===== src/rtl/alu_seq.sv =====
// alu_seq: registered four-group ALU (arith/shift/compare/logic) with valid/ready handshake
// and an N-cycle shift-add multiplier. Define ALU_SEQ_FLAGS_EN to add the flags output.
module alu_seq #(
  parameter int unsigned N = 8
) (
  input  logic           clk,
  input  logic           rst_n,
  input  logic           in_valid,
  output logic           in_ready,
  input  logic [N-1:0]   x,
  input  logic [N-1:0]   y,
  input  logic [1:0]     m,
  input  logic [1:0]     s,
  output logic           out_valid,
  input  logic           out_ready,
  output logic [2*N-1:0] z
`ifdef ALU_SEQ_FLAGS_EN
  ,
  output logic [3:0]     flags
`endif
);

  localparam int unsigned ZW = 2 * N;
  localparam int unsigned LW = $clog2(N);

  typedef enum logic [1:0] {
    IDLE = 2'd0,
    BUSY = 2'd1,
    DONE = 2'd2
  } state_e;

  state_e        state_q, state_d;
  logic [ZW-1:0] z_q, z_d;
  logic [ZW-1:0] acc_q, acc_d;
  logic [ZW-1:0] mcand_q, mcand_d;
  logic [N-1:0]  mplier_q, mplier_d;
  logic [LW-1:0] cnt_q, cnt_d;

  logic [N-1:0]  lo_c;
  logic [ZW-1:0] res_c;
  logic [ZW-1:0] rotl_w, rotr_w;
  logic [LW-1:0] rot_amt;
  logic          big_shift;
  logic          is_mul_c;
  logic          accept_c;
  logic [ZW-1:0] acc_sum_c;

  assign in_ready  = (state_q == IDLE) || ((state_q == DONE) && out_ready);
  assign accept_c  = in_valid && in_ready;
  assign is_mul_c  = (s == 2'b00) && (m == 2'b10);
  assign acc_sum_c = acc_q + (mplier_q[0] ? mcand_q : '0);
  assign out_valid = (state_q == DONE);
  assign z         = z_q;

  // Single-cycle result for every op except multiply; rotates use a doubled operand.
  always_comb begin
    rot_amt   = y[LW-1:0];
    rotl_w    = {x, x} << rot_amt;
    rotr_w    = {x, x} >> rot_amt;
    big_shift = (y >= N'(N));
    lo_c      = '0;
    res_c     = '0;
    case (s)
      2'b00: begin
        case (m)
          2'b00:   res_c = ZW'(x) + ZW'(y);
          2'b01:   res_c = ZW'(x) - ZW'(y);
          2'b11:   res_c = ZW'(x) + ZW'(1);
          default: res_c = '0;
        endcase
      end
      2'b01: begin
        case (m)
          2'b00:   lo_c = big_shift ? '0 : (x << y);
          2'b01:   lo_c = big_shift ? '0 : (x >> y);
          2'b10:   lo_c = rotl_w[ZW-1:N];
          default: lo_c = rotr_w[N-1:0];
        endcase
        res_c = ZW'(lo_c);
      end
      2'b10: begin
        case (m)
          2'b00:   res_c = ZW'(x == y);
          2'b01:   res_c = ZW'(x < y);
          2'b10:   res_c = ZW'(x > y);
          default: res_c = ZW'($signed(x) < $signed(y));
        endcase
      end
      default: begin
        case (m)
          2'b00:   lo_c = x & y;
          2'b01:   lo_c = x | y;
          2'b10:   lo_c = x ^ y;
          default: lo_c = ~x;
        endcase
        res_c = ZW'(lo_c);
      end
    endcase
  end

`ifdef ALU_SEQ_FLAGS_EN
  logic [3:0] flags_q, flags_d;
  logic [3:0] flg_c;

  // {zero, carry, overflow, negative} for single-cycle ops.
  always_comb begin
    flg_c = '0;
    if (s == 2'b00) begin
      case (m)
        2'b00: begin
          flg_c[2] = res_c[N];
          flg_c[1] = (x[N-1] == y[N-1]) && (res_c[N-1] != x[N-1]);
        end
        2'b01: begin
          flg_c[2] = (x < y);
          flg_c[1] = (x[N-1] != y[N-1]) && (res_c[N-1] != x[N-1]);
        end
        2'b11: begin
          flg_c[2] = res_c[N];
          flg_c[1] = !x[N-1] && res_c[N-1];
        end
        default: flg_c[2:1] = 2'b00;
      endcase
    end
    flg_c[3] = (res_c == '0);
    flg_c[0] = res_c[N-1];
  end

  assign flags = flags_q;
`endif

  // Next-state, handshake and multiplier sequencing.
  always_comb begin
    state_d  = state_q;
    z_d      = z_q;
    acc_d    = acc_q;
    mcand_d  = mcand_q;
    mplier_d = mplier_q;
    cnt_d    = cnt_q;
`ifdef ALU_SEQ_FLAGS_EN
    flags_d  = flags_q;
`endif
    case (state_q)
      IDLE, DONE: begin
        if (accept_c) begin
          if (is_mul_c) begin
            acc_d    = '0;
            mcand_d  = ZW'(x);
            mplier_d = y;
            cnt_d    = '0;
            state_d  = BUSY;
          end else begin
            z_d     = res_c;
`ifdef ALU_SEQ_FLAGS_EN
            flags_d = flg_c;
`endif
            state_d = DONE;
          end
        end else if ((state_q == DONE) && out_ready) begin
          state_d = IDLE;
        end
      end
      BUSY: begin
        acc_d    = acc_sum_c;
        mcand_d  = mcand_q << 1;
        mplier_d = mplier_q >> 1;
        cnt_d    = cnt_q + LW'(1);
        if (cnt_q == LW'(N - 1)) begin
          z_d     = acc_sum_c;
`ifdef ALU_SEQ_FLAGS_EN
          flags_d = {(acc_sum_c == '0), 1'b0, 1'b0, acc_sum_c[N-1]};
`endif
          state_d = DONE;
        end
      end
      default: state_d = IDLE;
    endcase
  end

  always_ff @(posedge clk or negedge rst_n) begin
    if (!rst_n) begin
      state_q  <= IDLE;
      z_q      <= '0;
      acc_q    <= '0;
      mcand_q  <= '0;
      mplier_q <= '0;
      cnt_q    <= '0;
`ifdef ALU_SEQ_FLAGS_EN
      flags_q  <= '0;
`endif
    end else begin
      state_q  <= state_d;
      z_q      <= z_d;
      acc_q    <= acc_d;
      mcand_q  <= mcand_d;
      mplier_q <= mplier_d;
      cnt_q    <= cnt_d;
`ifdef ALU_SEQ_FLAGS_EN
      flags_q  <= flags_d;
`endif
    end
  end

endmodule


===== config.mk =====
export PLATFORM = sky130hd
export DESIGN_NAME = alu_seq
export DESIGN_NICKNAME = d
export VERILOG_FILES = /design/src/rtl/alu_seq.sv
export SDC_FILE = /design/constraint.sdc
export NUM_CORES = 1
export LEC_CHECK = 0
export BUFFER_PORTS_ARGS = -buffer_cell sky130_fd_sc_hd__buf_2
export CORE_ASPECT_RATIO = 1.2
export CORE_MARGIN = 3
export CORE_UTILIZATION = 40
export CTS_CLUSTER_SIZE = 20
export DETAILED_ROUTE_END_ITERATION = 8
export PLACE_DENSITY_LB_ADDON = 0.05
export SYNTH_ARGS = -nofsm -noshare
export SYNTH_HDL_FRONTEND = slang
export SYNTH_SLANG_ARGS = --single-unit

===== constraint.sdc =====
create_clock -name clk -period 3.2 [get_ports clk]
set_input_delay 0.48 -clock clk [delete_from_list [all_inputs] [get_ports clk]]
set_output_delay 0.48 -clock clk [all_outputs]
set_load 0.02 [all_outputs]

==> results of run 1 <==
## through the flow
step	hold slack, ns	power (mW)	instances	instance area, µm²
global placement	0.463	3.32	952	6390
floorplan	0.184	2.69	747	5890
CTS	0.353	4.43	968	6720
global route	0.386	4.73	968	6720
detailed placement	0.468	3.35	952	6390
finish	0.316	4.41	968	6720
## worst max-delay path, delay by kind of cell, from the launching register on
family	cells	cell delay (ns)
AO/OA/AOI/OAI	4	1.16
AND/OR/NAND/NOR	3	0.44
flip-flops	1	0.42
adder cells (fa/ha/maj)	1	0.37
multiplexers	1	0.28
buffers and inverters	1	0.20
## cells by family after synthesis
| kind of cell | after synthesis | share of synthesized area [%] |
|---|---|---|
| flip-flops | 61 | 25.9 |
| adder cells (fa/ha/maj) | 56 | 12.3 |
| multiplexers | 34 | 7.08 |
| AO/OA/AOI/OAI | 225 | 25.3 |
| XOR/XNOR | 21 | 3.12 |
| AND/OR/NAND/NOR | 262 | 20.1 |
| buffers and inverters | 88 | 6.25 |
## final cells by class
cell class	count	area, µm²	share of cell area, %
clock buffer	13	260	3.87
clock inverter	3	67.6	1.01
inverter	43	161	2.40
multi-input combinational	598	4000	59.5
sequential	61	1530	22.7
tap	171	214	3.18
timing repair buffer	79	490	7.30
## path summary, 6_finish.rpt
path	endpoint	slack (ns)	start	depth (start not counted)
setup / recovery	z[15]	0.24	mplier_q[0]	10
hold / removal	acc_q[14]	0.32	rst_n	1
setup reg to reg	z[15]	0.24	mplier_q[0]	10
hold reg to reg	z[13]	0.48	z[13]	2
max in group asynchronous	z[2]	2.13	rst_n	2
min in group clk	state_q[1]	0.46	out_ready	3
## per-layer routing
metal / track usage, % / wire (µm) / vias to the layer above
met4: 9.84 / 744 / 0
met5: 0 / 0 / -
met3: 3.32 / 966 / 37
met2: 40.1 / 9720 / 199
met1: 31.7 / 8270 / 2772
li1: - / - / 2767
## sequential cells by signal, summed over array words and instances (netlist names)
signal,count
mplier_q,8
z,16
mcand_q,16
state_q,2
acc_q,16
cnt_q,3
## cell usage after synthesis, drive strengths merged, types with 7 or more instances
| cell type | n |
|---|---|
| ha | 53 |
| xor2 | 7 |
| inv | 43 |
| mux2 | 8 |
| a211oi | 13 |
| mux2i | 21 |
| a31oi | 23 |
| nand2 | 112 |
| nand3 | 15 |
| buf | 14 |
| o21bai | 8 |
| xnor2 | 14 |
| a21oi | 44 |
| dfrtp | 61 |
| o211ai | 11 |
| nor3 | 16 |
| and2 | 21 |
| clkbuf | 31 |
| nor2 | 67 |
| o21ai | 61 |
## power groups by stage
stage	combinational, mW	clock [mW]	sequential (mW)
6_report	2.05	1.07	1.29
5_1_grt	2.27	1.12	1.33
4_1_cts	2.05	1.09	1.29
3_5_place_dp	2.04	0	1.30
3_3_place_gp	2.02	0	1.29
2_1_floorplan	1.41	0	1.28
## placed cells by master (no fill, tap or decap), types with 4 or more instances in the layout
cell type,n
a221oi_1,5
a21o_1,5
xnor2_1,14
inv_1,43
and2_1,21
a21oi_1,44
o211ai_1,11
clkbuf_16,9
a31oi_1,23
a22o_1,5
a211oi_1,12
o21bai_1,8
o21ai_0,60
buf_4,38
o22ai_1,4
nand3_1,15
a22oi_1,4
nor3_1,15
nor2b_1,4
dfrtp_1,61
ha_1,53
o221ai_1,5
buf_2,41
mux2_2,7
nand2b_1,5
mux2i_1,21
xor2_1,7
mux4_2,5
nor2_1,66
nand2_1,111
==> results.cfg, run 1 <==
[status]
status = finished, final reports clean

[route]
wl_per_cell_um = 20.4
firstDrtPassIters = 6
drtIter0Drc = 357
routed_wl_mm = 19.7
antenna_left = 0
viasPerCell = 5.97
drcViolationCount = 0
via_count = 5775

[place]
io_buffers = 41
hpwlAfterDp_mm = 15.1
gp_congestion = 0.944
place_ws_ns = 0.281

[clock_tree]
h-tree-depth = 3
cts-root-buf = clkbuf_16
postCtsSetupBuffers = 0
cts_buffer_depth = 2
cts_resized = 0
clock_latency_ns = 0.33
ctsHoldBuffers = 0
cts_tree = yes
cts_buffers = 9
path_clk_slew_ns = 0.05
cts_sinks = 61

[logic_synthesis]
synth_area_leaders = dfrtp_1 26%, ha_1 11%, nand2_1 7.1%
synthCells = 747
ys_types = 74
synth-seq-cells = 61
synth_top_cell_by_area = dfrtp_1
ys.warnings.count = 0
syn_area_per_cell_um2 = 7.88
synth.top_cell.area_share_pct = 25.9
syn_nets = 827
synthFlopType = dfrtp_1
synth_area_um2 = 5890
ys_seq_area_share_pct = 25.9
async_flop_share_pct = 100
synth-edff-count = 0

[power]
pwr-share-seq_pct = 29.2
p_clk_share_pct = 24.2
ir_worst_vdd_mv = 0.261
p_int_mw = 2.62
power.density_nw_per_um2 = 656
power.leakage_nw = 3.10
p_comb_share_pct = 46.5
power_switching_share_pct = 40.5
switching_power_mw = 1.79

[floorplanning]
rows = 47
pin_count = 42
chipWidth_um = 117
core_region_area_um2 = 14100
die-area_um2 = 16200
start_util_pct = 41.7
die_y_um = 139

[timing]
fmax_mhz = 338
setup-tns-final_ns = 0
setup_ws_ns = 0.240
fin_worst_skew_ns = 0.00893
post-route-period-util_pct = 92.5
rsz0062_at_grt = no
finalSetupViolCount = 0
worst_pin_slew_ns = 1.09
slew_headroom_pct = 27.0
finalHoldViolCount = 0
period_needed_ns = 2.96
drv_slew = 0

[cells_and_area]
nFillCells = 1444
area_delta_synth_final_pct = 14.1
drive_gt1_share_pct = 15.4
n_antenna_cell = 0
fin_util_pct = 47.6
fin_nets = 872

[worst_setup_path]
cp_slowest_cell = o311ai_1
critPathMaxStageDelay_ns = 0.45
cp_data_arrival_time_ns = 3.21
cp_max_fo = 11
cp_data_required_time_ns = 3.45
crit_path_start_kind = flop
cp-end-kind = flop
crit_chain = buf_4 > and2_1 > ha_1 > a211oi_2 > o21ai_0 > a21o_1 > o311ai_1 > nor2_1 > mux2_2 > nor3_1
critPathKind = flop to flop

[global_routing]
grt_max_degree = 44
track_usage_pct = 24.3
grt_pass1_vias = 5547
antenna_found_initial = 0
grt_pass1_wl_mm = 30.7
overflow = 0

[run]
cap_violations = 0

[hold_path]
min_path_type = input pin to asynchronous set/reset pin
(Power assumes the default switching activity.)
==> run 2, diff against run 1 <==
--- a/config.mk
+++ b/config.mk
@@ -8,7 +8,7 @@
 export BUFFER_PORTS_ARGS = -buffer_cell sky130_fd_sc_hd__buf_2
 export CORE_ASPECT_RATIO = 1.2
 export CORE_MARGIN = 3
-export CORE_UTILIZATION = 40
+export CORE_UTILIZATION = 52
 export CTS_CLUSTER_SIZE = 20
 export DETAILED_ROUTE_END_ITERATION = 8
 export PLACE_DENSITY_LB_ADDON = 0.05
==> run 2 against run 1 <==
First-iteration DRC count grew 57%. Worst setup slack lost 0.023 ns. Combinational power is essentially flat. Global-route usage grew 6.7 points. Clock-buffer cell count shrank 4. Non-clock buffer count shrank 4. Die area shrank 22%. Hold slack lost 0.031 ns. Total power shrank 1.1%. Via count grew 1.9%. Clock skew shrank 0.0039 ns. Register-to-register slack lost 0.02 ns.
==> results.cfg, run 2 (synthesis gave the netlist of run 1 again) <==
[worst_setup_path]
critPathMaxStageDelay_ns = 0.44
crit_path_start_kind = flop
cp_max_fo = 9
critPathBufInv = 0
cp_data_required_time_ns = 3.45
cp-end-kind = flop
cp_top_family = multiplexers
critPathKind = flop to flop
crit_chain = and2_1 > ha_1 > and2_1 > a221oi_2 > a32o_1 > mux2_2 > nor2_1 > mux2_2 > nor3_1
cp_data_arrival_time_ns = 3.23
cp_slowest_cell = dfrtp_1

[timing]
period_needed_ns = 2.98
slew_headroom_pct = 18.5
post-route-period-util_pct = 93.2
fin_worst_skew_ns = 0.00506
worst_pin_slew_ns = 1.22
setup-tns-final_ns = 0
rsz0062_at_grt = no
finalSetupViolCount = 0
finalHoldViolCount = 0
fmax_mhz = 335
drv_slew = 0

[power]
power.density_nw_per_um2 = 658
pwr-share-seq_pct = 30.0
switching_power_mw = 1.79
power.leakage_nw = 3.08
p_clk_share_pct = 23.5
p_comb_share_pct = 46.5
power_switching_share_pct = 41.1
power_mw = 4.36
ir_worst_vdd_mv = 0.392
p_int_mw = 2.57

[place]
io_buffers = 41
hpwlAfterDp_mm = 14.2
gp_congestion = 1.03
placed_area_um2 = 6310

[cells_and_area]
fin_nets = 868
drive_gt1_share_pct = 15.3
final-seq-area_um2 = 1530
mostFrequentLayoutCell = nand2_1
multi_input_area_um2 = 4000
n_antenna_cell = 0
area_delta_synth_final_pct = 12.5
nFillCells = 962
mostFrequentLayoutCells = 111 x nand2_1, 66 x nor2_1, 61 x dfrtp_1, 60 x o21ai_0, 53 x ha_1
stdcell_area_um2 = 6620

[clock_tree]
cts_buffer_depth = 2
path_clk_slew_ns = 0.05
clock_latency_ns = 0.33
h-tree-depth = 3
cts_buffers = 9
cts-root-buf = clkbuf_16
cts_sinks = 61
ctsHoldBuffers = 0
postCtsSetupBuffers = 0
cts_tree = yes
cts_resized = 0

[route]
viasPerCell = 6.38
antenna_left = 0
drcViolationCount = 0
via_count = 5883
routed_wl_mm = 19.1
wl_per_cell_um = 20.8
drtIter0Drc = 559
firstDrtPassIters = 6

[global_routing]
grt.busiest_layer = met2
grt_pass1_wl_mm = 30.0
overflow = 0
grt_pass1_vias = 5558
track_usage_pct = 31.0
grt_util_met2_pct = 52.3
met3_usage_pct = 3.30
met1_usage_pct = 40.0
antenna_found_initial = 0
grt_max_degree = 43

[floorplanning]
die_y_um = 123
pin_count = 42
core_region_area_um2 = 10800
rows = 41
die-area_um2 = 12600
chipWidth_um = 103
start_util_pct = 54.7

[run]
cap_violations = 0

[hold_path]
min_path_type = input pin to asynchronous set/reset pin

[status]
status = finished, final reports clean
## run 2: cell types whose count changed in the layout (fill, tap and decap cells not counted)
cell	delta
clkbuf_1	-2
clkbuf_8	-2
buf_4	-4
clkinvlp_4	+1
clkinv_2	+3
## run 2: power by group through the flow
stage	clock [mW]	sequential, mW	combinational [mW]
global route	1.08	1.34	2.24
detailed placement	0	1.32	1.99
CTS	1.04	1.31	2.01
global placement	0	1.31	1.94
floorplan	0	1.28	1.41
finish	1.02	1.31	2.03
## run 2: worst paths after layout
check / cells after the start / to / slack (ns) / from
setup / recovery: 9 / z[15] / 0.22 / mplier_q[0]
hold / removal: 1 / acc_q[14] / 0.29 / rst_n
setup reg to reg: 9 / z[15] / 0.22 / mplier_q[0]
hold reg to reg: 2 / z[13] / 0.48 / z[13]
max in group asynchronous: 2 / z[2] / 2.18 / rst_n
min in group clk: 3 / state_q[1] / 0.45 / out_ready
## run 2: stage by stage
| stage | util (%) | setup WS (ns) | hold WS (ns) | instances |
|---|---|---|---|---|
| floorplan | - | 0.344 | 0.184 | 747 |
| global placement | 58.6 | 0.365 | 0.470 | 906 |
| detailed placement | 58.6 | 0.261 | 0.470 | 906 |
| CTS | 61.5 | 0.254 | 0.300 | 922 |
| global route | 61.5 | 0.00659 | 0.358 | 922 |
| finish | 61.5 | 0.217 | 0.285 | 922 |
## run 2: final cells by class
class	count	area share (%)
multi-input cells	598	60.4
repair buffers	75	6.95
inverters	43	2.44
clock buffers	9	3.40
clock inverters	7	1.36
flip-flops and latches	61	23.0
well taps	129	2.44
## run 2: worst reg2reg max path, stage by stage, from the launching register on
cell      delay (ns)
dfrtp_1         0.44
and2_1          0.18
ha_1            0.34
and2_1          0.19
a221oi_2        0.31
a32o_1          0.36
mux2_2          0.38
nor2_1          0.19
mux2_2          0.36
nor3_1          0.15
## run 2: layer usage
metal / up-vias / routed length (µm)
li1: 2766 / -
met1: 2792 / 7600
met2: 279 / 9500
met3: 46 / 1340
met4: 0 / 704
met5: - / 0
